`src/rtl/weight_sequencer.sv`:
```
`default_nettype none
// +------------------------------------------------------------------------+
// | weight_sequencer                                                       |
// | Loads one neuron's weights from the tagged config stream into its RAM, |
// | then streams RAM reads in lock-step with the input samples for the MAC.|
// | Optional: WSEQ_PRETRAINED_EN (weights preloaded, config load removed). |
// | Revision: 1.0                                                          |
// +------------------------------------------------------------------------+
module weight_sequencer #(
  parameter int NUM_WEIGHT = 3,
  parameter int ADDR_WIDTH = 10,
  parameter int DATA_WIDTH = 16,
  parameter int LAYER_NO   = 1,
  parameter int NEURON_NO  = 0
) (
  input  logic                  clk,
  input  logic                  rst_n,
  input  logic                  cfg_valid,
  input  logic [31:0]           cfg_layer,
  input  logic [31:0]           cfg_neuron,
  input  logic [DATA_WIDTH-1:0] cfg_data,
  output logic                  wr_en,
  output logic [ADDR_WIDTH-1:0] wr_addr,
  output logic [DATA_WIDTH-1:0] wr_data,
  input  logic                  in_valid,
  input  logic [DATA_WIDTH-1:0] in_data,
  output logic                  in_ready,
  output logic                  rd_en,
  output logic [ADDR_WIDTH-1:0] rd_addr,
  output logic                  mac_valid,
  output logic [DATA_WIDTH-1:0] mac_x,
  output logic                  mac_last,
  output logic                  loaded,
  output logic                  busy
);

  typedef enum logic [0:0] {
    ST_LOAD = 1'b0,
    ST_RUN  = 1'b1
  } state_t;

  localparam logic [ADDR_WIDTH-1:0] LAST_IDX = ADDR_WIDTH'(NUM_WEIGHT - 1);

  state_t                  state_q, state_d;
  logic [ADDR_WIDTH-1:0]   load_cnt_q, load_cnt_d;
  logic [ADDR_WIDTH-1:0]   rd_cnt_q, rd_cnt_d;
  logic                    wr_en_q, wr_en_d;
  logic [ADDR_WIDTH-1:0]   wr_addr_q, wr_addr_d;
  logic [DATA_WIDTH-1:0]   wr_data_q, wr_data_d;
  logic                    loaded_q, loaded_d;
  logic                    mac_valid_q, mac_valid_d;
  logic [DATA_WIDTH-1:0]   mac_x_q, mac_x_d;
  logic                    mac_last_q, mac_last_d;
  logic                    cfg_match;
  logic                    accept;

`ifdef WSEQ_PRETRAINED_EN
  localparam state_t RESET_STATE = ST_RUN;
  logic unused_cfg;
  assign unused_cfg = ^{cfg_valid, cfg_layer, cfg_neuron, cfg_data};
  assign cfg_match  = 1'b0;
`else
  localparam state_t RESET_STATE = ST_LOAD;
  assign cfg_match = cfg_valid && (cfg_layer == 32'(LAYER_NO))
                               && (cfg_neuron == 32'(NEURON_NO));
`endif

  // loaded_q lags the RUN entry by one cycle, so it also gates input acceptance
  assign accept = in_valid && loaded_q;

  always_comb begin
    state_d     = state_q;
    load_cnt_d  = load_cnt_q;
    rd_cnt_d    = rd_cnt_q;
    wr_en_d     = 1'b0;
    wr_addr_d   = wr_addr_q;
    wr_data_d   = wr_data_q;
    loaded_d    = (state_q == ST_RUN);
    mac_valid_d = accept;
    mac_x_d     = accept ? in_data : mac_x_q;
    mac_last_d  = accept && (rd_cnt_q == LAST_IDX);

    case (state_q)
      ST_LOAD: begin
        if (cfg_match) begin
          wr_en_d   = 1'b1;
          wr_addr_d = load_cnt_q;
          wr_data_d = cfg_data;
          if (load_cnt_q == LAST_IDX) begin
            load_cnt_d = '0;
            state_d    = ST_RUN;
          end else begin
            load_cnt_d = load_cnt_q + ADDR_WIDTH'(1);
          end
        end
      end
      ST_RUN: begin
        if (accept) begin
          rd_cnt_d = (rd_cnt_q == LAST_IDX) ? '0 : rd_cnt_q + ADDR_WIDTH'(1);
        end
      end
      default: state_d = RESET_STATE;
    endcase
  end

  always_ff @(posedge clk) begin
    if (!rst_n) begin
      state_q     <= RESET_STATE;
      load_cnt_q  <= '0;
      rd_cnt_q    <= '0;
      wr_en_q     <= 1'b0;
      wr_addr_q   <= '0;
      wr_data_q   <= '0;
      loaded_q    <= 1'b0;
      mac_valid_q <= 1'b0;
      mac_x_q     <= '0;
      mac_last_q  <= 1'b0;
    end else begin
      state_q     <= state_d;
      load_cnt_q  <= load_cnt_d;
      rd_cnt_q    <= rd_cnt_d;
      wr_en_q     <= wr_en_d;
      wr_addr_q   <= wr_addr_d;
      wr_data_q   <= wr_data_d;
      loaded_q    <= loaded_d;
      mac_valid_q <= mac_valid_d;
      mac_x_q     <= mac_x_d;
      mac_last_q  <= mac_last_d;
    end
  end

  assign wr_en     = wr_en_q;
  assign wr_addr   = wr_addr_q;
  assign wr_data   = wr_data_q;
  assign in_ready  = loaded_q;
  assign rd_en     = accept;
  assign rd_addr   = rd_cnt_q;
  assign mac_valid = mac_valid_q;
  assign mac_x     = mac_x_q;
  assign mac_last  = mac_last_q;
  assign loaded    = loaded_q;
  assign busy      = (rd_cnt_q != '0);

endmodule
`default_nettype wire

```
`config.mk`:
```
export PLATFORM = sky130hd
export DESIGN_NAME = weight_sequencer
export DESIGN_NICKNAME = d
export VERILOG_FILES = /design/src/rtl/weight_sequencer.sv
export SDC_FILE = /design/constraint.sdc
export NUM_CORES = 1
export LEC_CHECK = 0
export BUFFER_PORTS_ARGS = -buffer_cell sky130_fd_sc_hd__buf_2
export CAP_MARGIN = 5
export CORE_UTILIZATION = 48
export CTS_CLUSTER_DIAMETER = 60
export CTS_CLUSTER_SIZE = 28
export DETAILED_ROUTE_END_ITERATION = 7
export GPL_ROUTABILITY_DRIVEN = 0
export PLACE_DENSITY = 0.93
export SYNTH_ARGS = -nofsm -noshare
export SYNTH_HDL_FRONTEND = slang
export SYNTH_SLANG_ARGS = --single-unit
```
`constraint.sdc`:
```
create_clock -name clk -period 5.9 [get_ports clk]
set_clock_uncertainty 0.15 [all_clocks]
set_input_delay 1.475 -clock clk [delete_from_list [all_inputs] [get_ports clk]]
set_output_delay 1.475 -clock clk [all_outputs]
set_load 0.01 [all_outputs]
```
==> impl_metrics.tcl <==
set metrics [dict create \
    outcome "complete, no violations" \
    die_w_um 79.3 \
    vdd_drop_max_v 0.000183 \
    fillers 483 \
    drv_cap 0 \
    worstPathArrival_ns 2.87 \
    antenna_found_initial 0 \
    clk_latency_ns 0.34 \
    drc 0 \
    max_freq_mhz 222 \
    synth_nets 454 \
    avgViaCountPerCell 5.37 \
    fin_nets 603 \
    clk_path_buf_depth 2 \
    cpLargestDelayFamily "buffers and inverters" \
    crit_chain "buf_2 -> nand2_1 -> clkinv_1 -> buf_2" \
    overflow 0 \
    fin_crit_sh 0.762 \
    path_common_cell "buf_2" \
    synth.most_common_cell "dfxtp_1" \
    reg2regPathDepth 5 \
    path_clk_slew_ns 0.08 \
    end_kind "primary output" \
    synth.distinct_cells 37 \
    postRouteAntennaNets 0 \
    drt_iter0_markers 136 \
    crit_required_ns 4.28 \
    start_kind "primary input" \
    avgSynthCellArea_um2 8.23 \
    cts_resized 0 \
    multi_input_area_mm2 0.00142 \
    cts_tree "yes" \
    cpPeakStageDelay_ns 0.54 \
    start_util 0.509 \
    synth-seq-area-share 0.467 \
    min-delay-start "mac_x[11]$_SDFFE_PN0P_" \
    crit_fanout 20 \
    numPortBuffers 158 \
    p_leak_nw 1.72 \
    dieArea_mm2 0.00630 \
    syn_inst 349 \
    routed_wl_um 8040 \
    synth_top_cell_by_area "dfxtp_1" \
    wl_per_cell_um 14.0 \
    cts_buffers 9 \
    final_max_slew_viol_count 0 \
    synth_edf_count 0 \
    synth_area_leaders "dfxtp_1 47%, a21oi_1 8.0%, nand2_1 6.8%, nand3_1 4.9%, o21ai_0 4.0%" \
    ys.flop_type "dfxtp_1" \
    syn_area_mm2 0.00287 \
    fp.coreArea_mm2 0.00564 \
    grt_max_degree 52 \
    grtUsageTotal 0.264 \
    grt_pass1_vias 2954 \
    cts_setup_buffers 0 \
    ys_warn_count 0 \
    cellPowerDensity_mw_per_mm2 245 \
    cts_sinks 67 \
    synth-async-reset-ratio 0 \
    firstDrtPassIters 5 \
    r2r_end "rd_addr[8]$_SDFFE_PN0P_" \
    hold_viol 0 \
    final.setup.tns_ns 0 \
    hold_path_end "mac_x[11]$_SDFFE_PN0P_" \
    n_antenna_cell 0 \
    num_vias 3086 \
    worst_pin_slew_ns 1.04 \
    synth_top_area_frac 0.467 \
    pre_cts_ws_ns 1.40 \
    final_core_util 0.697 \
    cts_root_buffer "clkbuf_8" \
    grt_pass1_wl_um 13000 \
    seqCellArea_mm2 0.00134 \
    worstSetupPathType "in -> out" \
    ioPinCount 159 \
    drive_gt1_frac 0.364 \
    ys_ff_latch 67 \
    finalSetupViolations 0 \
    yosys-top-cells-count "67 x dfxtp_1, 52 x nand2_1, 46 x a21oi_1" \
    die_h_um 79.3 \
    maxSlewHeadroom 0.305 \
    worst-r2r-setup-slack_ns 3.72 \
    r2r_start "rd_addr[5]$_SDFFE_PN0P_" \
    ctsHtreeMaxLevel 3 \
    hold_buffers 0 \
    area_delta_synth_final_pct 37.0 \
    whs_path_depth 2 \
    min_path_type "reg -> reg" \
    num_rows 27 \
    rsz0062_at_grt "no" \
    hpwlAfterDp_um 5740 \
    setup_slack_ns 1.41 \
    crit_buf_inv 3 \
    cpMaxStageDelayCell "clkinv_1" \
    period_minus_slack_ns 4.49 \
]
kinds of logic after synthesis:
logic type                 count (synthesis)  share of synthesized area
xor gates and xnor gates                   9                     0.0274
muxes                                      8                     0.0279
adders and majority gates                  5                     0.0218
AOI/OAI and AO/OA                         76                      0.142
and+or+nand+nor                          155                      0.272
DFF                                       67                      0.467
buffers and inverters                     29                     0.0423
registers in the layout, summed over array words and instances (netlist names):
signal      flops
mac_valid       1
rd_addr        10
mac_x          16
loaded_d        1
wr_data        16
in_ready        1
wr_addr        10
mac_last        1
load_cnt_q     10
wr_en           1
stage by stage:
step | hold slack, ns | cells | instance area (um2) | total power, mW
CTS | 0.304 | 575 | 3940 | 0.974
global placement | 0.291 | 559 | 3690 | 0.506
global route | 0.320 | 575 | 3940 | 0.993
floorplan | 0.315 | 349 | 2870 | 0.472
detailed placement | 0.293 | 559 | 3690 | 0.507
finish | 0.302 | 575 | 3940 | 0.965
worst min-delay path: stages, from the launching register on:
cell	delay, ns
dfxtp_1	0.31
nand2_1	0.05
a21oi_1	0.05
cell usage in the layout (no fill, tap or decap), drive strengths merged, types with 7 or more instances in the layout:
cell type	count
mux2i	8
clkbuf	10
o21ai	23
nor2	21
dfxtp	67
nor4	15
nand2	52
nand3	28
buf	161
nor3	7
a21oi	46
worst max-delay path by stage:
stage,endpoint,start,cells past startpoint
5_1_grt,rd_en,in_valid,4
3_3_place_gp,rd_en,in_valid,4
6_report,rd_en,in_valid,4
3_5_place_dp,rd_en,in_valid,4
4_1_cts,rd_en,in_valid,4
2_1_floorplan,rd_en,in_valid,3
cell type report:
class | instances | share of cell area
tap | 72 | 0.0229
sequential | 67 | 0.341
inverter | 6 | 0.00572
clock buffer | 10 | 0.0350
multi-input combinational | 253 | 0.361
timing repair buffer | 161 | 0.207
clock inverter | 6 | 0.0283
power by group:
part | switching, mW | leakage [nW] | total [mW] | internal (mW)
clock | 0.175 | 0.123 | 0.468 | 0.293
sequential | 0.00000000000000164 | 0.539 | 0.452 | 0.452
combinational | 0.0197 | 1.06 | 0.0455 | 0.0258
total | 0.194 | 1.72 | 0.965 | 0.771
metal layers:
metal	vias to the layer above	global-route usage	routed length (um)
met2	115	0.434	3990
met1	1424	0.326	3370
met5	-	0	0
met4	0	0.0909	93
met3	10	0.0816	586
li1	1537	-	-
Power figures use the tool's default switching activity.
